**src/rtl/calc_arbiter.sv**
```systemverilog
// calc_arbiter
//   Lets two requesters share one 4-bit add/sub/mul/div datapath (8-bit result).
//   An idle arbiter grants one valid requester (round-robin or fixed priority)
//   and registers its operands. It holds the datapath for OP_LATENCY cycles,
//   then presents a registered, tagged response until the consumer takes it.
//
// Parameters
//   OP_LATENCY  cycles spent in EXEC before the result is captured (1..15)
//   FIXED_PRIO  0: round-robin on ties, 1: requester 0 always wins ties
//
// Ports
//   clk, rst_n                          clock, async active-low reset
//   reqN_valid/ready, reqN_op/a/b       command ports (N = 0, 1)
//   rsp_valid/ready                     response handshake
//   rsp_id, rsp_result, rsp_dz          issuing requester, result, div-by-zero
//   busy                                high whenever not IDLE (registered)
module calc_arbiter #(
    parameter int OP_LATENCY = 1,
    parameter bit FIXED_PRIO = 1'b0
) (
    input  logic       clk,
    input  logic       rst_n,
    input  logic       req0_valid,
    output logic       req0_ready,
    input  logic [1:0] req0_op,
    input  logic [3:0] req0_a,
    input  logic [3:0] req0_b,
    input  logic       req1_valid,
    output logic       req1_ready,
    input  logic [1:0] req1_op,
    input  logic [3:0] req1_a,
    input  logic [3:0] req1_b,
    output logic       rsp_valid,
    input  logic       rsp_ready,
    output logic       rsp_id,
    output logic [7:0] rsp_result,
    output logic       rsp_dz,
    output logic       busy
);

    typedef enum logic [1:0] {IDLE, EXEC, RESP} state_t;

    localparam logic [3:0] LAT = 4'(OP_LATENCY);

    state_t     state;
    logic [3:0] cnt;
    logic       last_grant;   // 1 = requester 1 was granted last
    logic       id_q;
    logic [1:0] op_q;
    logic [3:0] a_q, b_q;

    logic       grant0;
    logic       accept;
    logic [7:0] dp_result;
    logic       dp_dz;

    // Requester 0 wins when alone, or on a tie when it is its turn / has priority.
    assign grant0     = req0_valid && (!req1_valid || FIXED_PRIO || last_grant);
    assign req0_ready = (state == IDLE) && grant0;
    assign req1_ready = (state == IDLE) && !grant0 && req1_valid;
    assign accept     = req0_ready || req1_ready;

    // Datapath on the captured operands, zero-extended, results mod 256.
    always_comb begin
        logic [7:0] a8, b8;
        a8        = {4'b0, a_q};
        b8        = {4'b0, b_q};
        dp_result = 8'h00;
        dp_dz     = 1'b0;
        case (op_q)
            2'b00: dp_result = a8 + b8;
            2'b01: dp_result = a8 - b8;
            2'b10: dp_result = a8 * b8;
            default: begin
                if (b_q == 4'd0) dp_dz     = 1'b1;
                else             dp_result = a8 / b8;
            end
        endcase
    end

    always_ff @(posedge clk or negedge rst_n) begin
        if (!rst_n) begin
            state      <= IDLE;
            cnt        <= 4'd0;
            last_grant <= 1'b1;
            id_q       <= 1'b0;
            op_q       <= 2'b00;
            a_q        <= 4'd0;
            b_q        <= 4'd0;
            rsp_valid  <= 1'b0;
            rsp_id     <= 1'b0;
            rsp_result <= 8'h00;
            rsp_dz     <= 1'b0;
            busy       <= 1'b0;
        end else begin
            case (state)
                IDLE: begin
                    if (accept) begin
                        id_q       <= !grant0;
                        last_grant <= !grant0;
                        op_q       <= grant0 ? req0_op : req1_op;
                        a_q        <= grant0 ? req0_a  : req1_a;
                        b_q        <= grant0 ? req0_b  : req1_b;
                        cnt        <= LAT;
                        busy       <= 1'b1;
                        state      <= EXEC;
                    end
                end
                EXEC: begin
                    cnt <= cnt - 4'd1;
                    if (cnt == 4'd1) begin
                        rsp_result <= dp_result;
                        rsp_dz     <= dp_dz;
                        rsp_id     <= id_q;
                        rsp_valid  <= 1'b1;
                        state      <= RESP;
                    end
                end
                RESP: begin
                    // Always return through IDLE; no same-edge re-accept.
                    if (rsp_ready) begin
                        rsp_valid <= 1'b0;
                        busy      <= 1'b0;
                        state     <= IDLE;
                    end
                end
                default: state <= IDLE;
            endcase
        end
    end

endmodule

```
**config.mk**
```make
export PLATFORM = sky130hd
export DESIGN_NAME = calc_arbiter
export DESIGN_NICKNAME = d
export VERILOG_FILES = /design/src/rtl/calc_arbiter.sv
export SDC_FILE = /design/constraint.sdc
export NUM_CORES = 1
export LEC_CHECK = 0
export ABC_AREA = 1
export CAP_MARGIN = 30
export CORE_ASPECT_RATIO = 1.25
export CORE_MARGIN = 2
export CORE_UTILIZATION = 53
export CTS_BUF_LIST = sky130_fd_sc_hd__clkbuf_2
export DETAILED_ROUTE_END_ITERATION = 8
export PLACE_DENSITY = 0.79
export SYNTH_ARGS = -nofsm -noshare
export SYNTH_HDL_FRONTEND = slang
export SYNTH_SLANG_ARGS = --single-unit
```
**constraint.sdc**
```tcl
create_clock -name clk -period 7.8 [get_ports clk]
set_clock_uncertainty 0.15 [all_clocks]
set_input_delay 1.17 -clock clk [delete_from_list [all_inputs] [get_ports clk]]
set_output_delay 1.17 -clock clk [all_outputs]
set_load 0.02 [all_outputs]
```
==> results of run 1 <==
## cell families after synthesis
group                    count (synthesis)  share of synthesized area, %
buffers and inverters                   98                          10.3
AND/OR/NAND/NOR                        213                          29.2
XOR/XNOR                                15                          3.67
flip-flops                              30                          21.0
other                                    1                         0.105
adder cells (fa/ha/maj)                 57                          21.2
AO/OA/AOI/OAI                           88                          14.5
## per-layer routing
metal | global-route usage (%) | share of wire [%]
met1 | 30.9 | 39
met2 | 51.3 | 52
met3 | 3.28 | 4.9
met4 | 11.3 | 3.9
met5 | 0 | 0
## worst min-delay path by stage
stage                          from                   end  cells past startpoint
3_5_place_dp     rsp_id$_DFFE_PN0P_    rsp_id$_DFFE_PN0P_                      2
3_3_place_gp   state[0]$_DFFE_PN0P_  state[1]$_DFFE_PN0P_                      1
6_report       state[0]$_DFFE_PN0P_  state[1]$_DFFE_PN0P_                      1
4_1_cts          cnt[3]$_DFFE_PN0P_    cnt[3]$_DFFE_PN0P_                      1
5_1_grt          cnt[3]$_DFFE_PN0P_    cnt[3]$_DFFE_PN0P_                      1
2_1_floorplan      id_q$_DFFE_PN0P_    rsp_id$_DFFE_PN0P_                      2
## repair_timing
action                     in CTS  in global routing
hold buffers                    0                  0
setup endpoints to repair       1                  2
pin swaps                      10                 41
buffers inserted               16                 12
resized for setup              12                 72
## final cells by class
cell class	instances	share of cell area [%]
clock buffers	5	0.511
clock inverters	3	0.332
inverters	93	7.48
multi-input cells	377	58.1
flip-flops and latches	30	15.4
well taps	87	2.22
repair buffers	90	15.9
## layout by cell type, fill, tap and decap left out, types with 2 or more instances in the layout
master           netlist  layout
nor2_1                46      42
o21a_1                 2       2
dfrtp_1               29      26
o21ai_0               42      32
o21ai_4                0       2
ha_1                  51      36
xnor2_1                5       5
nand2_1              111      93
inv_4                  1       7
ha_4                   0      14
inv_2                  5       9
buf_4                  0      50
nor2_4                 4       6
o211ai_1              10      10
nand2_2                7      19
nand3_2                6       7
a21o_1                 2       2
o21ai_2                3       8
clkdlybuf4s50_1        0      38
o22ai_1                2       2
nand3_1               15      12
xor2_1                10      10
clkinv_1               2       3
nand3_4                3       5
fa_1                   6       6
a21oi_1               17      12
nand2_4                3       9
a21oi_2                1       6
nand4_1                4       4
nor3_1                 3       2
a31oi_1                2       2
inv_1                 85      75
dfrtp_2                0       3
o21ai_1                0       3
clkbuf_2               0       5
conb_1                 1       4
nor2_2                 2       4
nand3b_1               2       2
buf_6                  0       2
## registers in the layout, indices dropped and copies added, names as in the netlist, 2 cells and up
signal	cells
op_q	2
rsp_result	8
state	2
a_q	4
b_q	4
cnt	4
## worst register-to-register path: cells and delay by family (launching register included)
family | cells | cell delay [ns]
AO/OA/AOI/OAI | 8 | 0.94
adder cells (fa/ha/maj) | 7 | 1.87
buffers and inverters | 13 | 1.09
flip-flops | 1 | 0.47
AND/OR/NAND/NOR | 34 | 3.07
## per-stage QoR
step           setup slack [ns]  utilization, %  TNS [ns]  cell area (sq um)  hold slack, ns
2_1_floorplan            0.0389               -         0               3610           0.294
3_3_place_gp            -0.0263            64.8   -0.0263               4250           0.314
3_5_place_dp             -0.320            64.9    -0.320               4260           0.331
4_1_cts                 0.00632            68.2         0               4480           0.365
5_1_grt                  -0.420            74.6    -0.420               4900           0.376
6_report                 0.0854            74.6         0               4900           0.361
==> results.toml, run 1 <==
[yosys]
ys_ff_latch = 30
postSynthCellCount = 502
synth_top_area_cell = "dfrtp_1"
synth.area.top_cells = "dfrtp_1, ha_1, nand2_1"
synth-edff-count = 0
yosysMostFrequentCell = "nand2_1"
synthDistinctLibCells = 47
netlist_area_sq_um = 3580
synth_flop_cell = "dfrtp_1"
yosysTopAreaCellShare_pct = 20.3
yosysWarnings = 0
synth_area_per_cell_sq_um = 7.13
yosys-top-cells-count = "nand2_1, inv_1, ha_1, nor2_1, o21ai_0"
seq_area_frac_synth_pct = 21.0
async_reset_ff_share_pct = 100

[clock_network]
cts-root-buf = "clkbuf_2"
path_clk_slew_ns = 0.16
numClockSinks = 30
cts_tree = "yes"
cts_buffers = 5
cts_max_level = 2
ctsLongestPathBuffers = 2
clock_latency_ns = 0.39

[global_routing]
grt_overflow = 0
grt_max_degree = 31
first_global_vias = 3576
grt_pass1_wl_microns = 16000
grt.total_usage_pct = 27.1
antenna_found_initial = 0

[floorplan]
initial_utilization_pct = 54.5
die_area_sq_um = 7430
io_pins = 39
chipWidth_microns = 77.5
die_h_microns = 95.9
std_cell_rows = 33
core-area_sq_um = 6570

[worst_setup_path]
cp_num_cells = 62
worstSetupEndpoint = "rsp_result[0]$_DFFE_PN0P_"
r2r-end = "rsp_result[0]$_DFFE_PN0P_"
crit_path_frequent_cell = "nand2_1"
cp-end-kind = "flop"
reg2reg_from = "b_q[0]$_DFFE_PN0P_"
r2r_cells = 62
startpoint = "b_q[0]$_DFFE_PN0P_"
path_class = "flop to flop"
crit_family = "simple AND/OR/NAND/NOR gates"
crit_path_top_delay_cell = "dfrtp_2"
worstSetupStartpointType = "flop"
path_max_fanout = 6
max_stage_delay_ns = 0.47
r2r_setup_slack_ns = 0.09
crit_required_ns = 7.93
cp_data_arrival_time_ns = 7.85
crit_buf_inv = 13

[timing]
period_share_pct = 98.9
fmax_ghz = 0.130
maxSlewHeadroom_pct = 63.7
setup_viol = 0
tightest_slew_ns = 0.544
hold_violations = 0
maxSlewViolCount = 0
rsz0062_at_grt = "yes"
fin_crit_ns = 7.71

[route]
dr.pass1.iters = 5
drt_iter0_drc = 232
drc = 0
post_drt_wl_per_cell_microns = 15.0
drt-total-wl_microns = 10300
ant_nets = 0
drt-vias-per-instance = 5.39
num_vias = 3693

[finish]
insertedDiodeCount = 0
stdcell_count = 685
drive_gt1_share_pct = 27.8
fill_cells = 467
multiInputGateArea_sq_um = 2850
area_growth_pct = 36.9
fin_nets = 679
regArea_sq_um = 756

[placed_design]
globalplace.congestion = 0.889
dp_hpwl_microns = 7250
dp.cells = 649
port_buffers = 38

[status]
status = "finished, final reports clean"

[hold_path]
hold_class = "flop to flop"

[job]
cap_violations = 0
Power of run 1 is not shown: default switching activity piles up to over one toggle a cycle in this logic, so the estimate is an artifact.
==> run 2, diff against run 1 <==
--- a/config.mk
+++ b/config.mk
@@ -8,7 +8,7 @@
 export ABC_AREA = 1
 export CAP_MARGIN = 30
 export CORE_ASPECT_RATIO = 1.25
-export CORE_MARGIN = 2
+export CORE_MARGIN = 3
 export CORE_UTILIZATION = 53
 export CTS_BUF_LIST = sky130_fd_sc_hd__clkbuf_2
 export DETAILED_ROUTE_END_ITERATION = 8
==> results.toml, run 2 (synthesis results as in run 1) <==
[status]
status = "finished with violations"
violations = "setup timing"

[global_routing]
grt_overflow = 0
grt_pass1_wl_microns = 16500
grt.total_usage_pct = 26.0
antenna_found_initial = 0
grt_max_degree = 31
first_global_vias = 3687

[timing]
hold_violations = 0
tightest_slew_ns = 0.595
period_share_pct = 101
setup_ws_ns = -0.0565
fin_crit_ns = 7.86
rsz0062_at_grt = "yes"
setup_viol = 1
maxSlewHeadroom_pct = 60.3
maxSlewViolCount = 0
fmax_ghz = 0.127

[clock_network]
cts_tree = "yes"
clock_latency_ns = 0.39
ctsLongestPathBuffers = 2
path_clk_slew_ns = 0.20
hold_buffers = 0
numClockSinks = 30
cts_buffers = 5
cts_max_level = 2
cts-root-buf = "clkbuf_2"

[worst_setup_path]
crit_path_top_delay_cell = "dfrtp_2"
cp_data_arrival_time_ns = 7.96
worstSetupStartpointType = "flop"
crit_required_ns = 7.91
cp-end-kind = "flop"
max_stage_delay_ns = 0.48
crit_family = "simple AND/OR/NAND/NOR gates"
crit_buf_inv = 11
reg2reg_from = "b_q[3]$_DFFE_PN0P_"
startpoint = "b_q[3]$_DFFE_PN0P_"
path_class = "flop to flop"
path_max_fanout = 6
crit_path_frequent_cell = "nand2_2"

[floorplan]
chipWidth_microns = 79.5
std_cell_rows = 32
die_area_sq_um = 7780
initial_utilization_pct = 56.2
die_h_microns = 97.9
core-area_sq_um = 6370
io_pins = 39

[job]
cap_violations = 0

[finish]
layout_commonest_cell = "nand2_1"
final_core_util_pct = 76.9
area_growth_pct = 36.8
insertedDiodeCount = 0
largest_reg_flops = 8
largest_register = "rsp_result"
fin_nets = 676
drive_gt1_share_pct = 27.2
final_cell_mix = "nand2_1, inv_1, buf_4, nor2_1"

[route]
drt-total-wl_microns = 11100
drt_iter0_drc = 238
dr.pass1.iters = 5
num_vias = 3785
post_drt_wl_per_cell_microns = 16.3
drt-vias-per-instance = 5.57
ant_nets = 0
drc = 0

[hold_path]
worstHoldStart = "state[0]$_DFFE_PN0P_"
hold_class = "flop to flop"

[placed_design]
port_buffers = 38
dp_hpwl_microns = 7190
globalplace.congestion = 0.906
[run 2: what timing repair did]
item | 4_1_cts | 5_1_grt
setup endpoints to repair | 1 | 2
buffers inserted | 10 | 17
pin swaps | 5 | 49
cloned | 0 | 0
gates resized for setup | 18 | 63
[run 2: per-layer routing]
layer / GRT usage (%) / share of wire, % / vias up
met4: 11.8 / 5.0 / 0
li1: - / - / 1805
met1: 30.1 / 38 / 1741
met5: 0 / 0 / -
met3: 4.34 / 6.2 / 53
met2: 46.0 / 51 / 186
[run 2: path summary, 6_finish.rpt]
check,endpoint,slack [ns],cells past startpoint
max,rsp_result[0]$_DFFE_PN0P_,-0.06,61
min,state[1]$_DFFE_PN0P_,0.32,1
max reg2reg,rsp_result[0]$_DFFE_PN0P_,-0.06,61
min reg2reg,state[1]$_DFFE_PN0P_,0.32,1
max in group asynchronous,last_grant$_DFFE_PN1P_,6.14,2
min in group asynchronous,rsp_valid$_DFFE_PN0P_,0.98,2
[run 2: final cells by class]
class,count,area [sq um]
Clock inverter,3,63.8
Multi-Input combinational cell,377,2810
Clock buffer,5,25.0
Timing Repair Buffer,87,772
Fill cell,431,1470
Tap cell,85,106
Inverter,93,369
Sequential cell,30,756
[run 2: worst register-to-register path: cells and delay by family (launching register included)]
kind | cells | cell delay, ns
DFF | 1 | 0.48
AOI/OAI and AO/OA | 10 | 1.32
adders and majority gates | 7 | 1.82
buffers and inverters | 11 | 0.84
and+or+nand+nor | 33 | 3.12
[run 2: through the flow]
stage	hold slack [ns]	instance area [sq um]	instances	TNS [ns]	setup WS (ns)
3_5_place_dp	0.326	4250	645	-0.442	-0.442
3_3_place_gp	0.313	4240	644	-0.0484	-0.0484
6_report	0.316	4900	680	-0.0565	-0.0565
4_1_cts	0.326	4520	663	0	0.0228
2_1_floorplan	0.294	3610	505	0	0.0389
5_1_grt	0.337	4900	680	-0.450	-0.450
Power of run 2 is left out for the same reason.
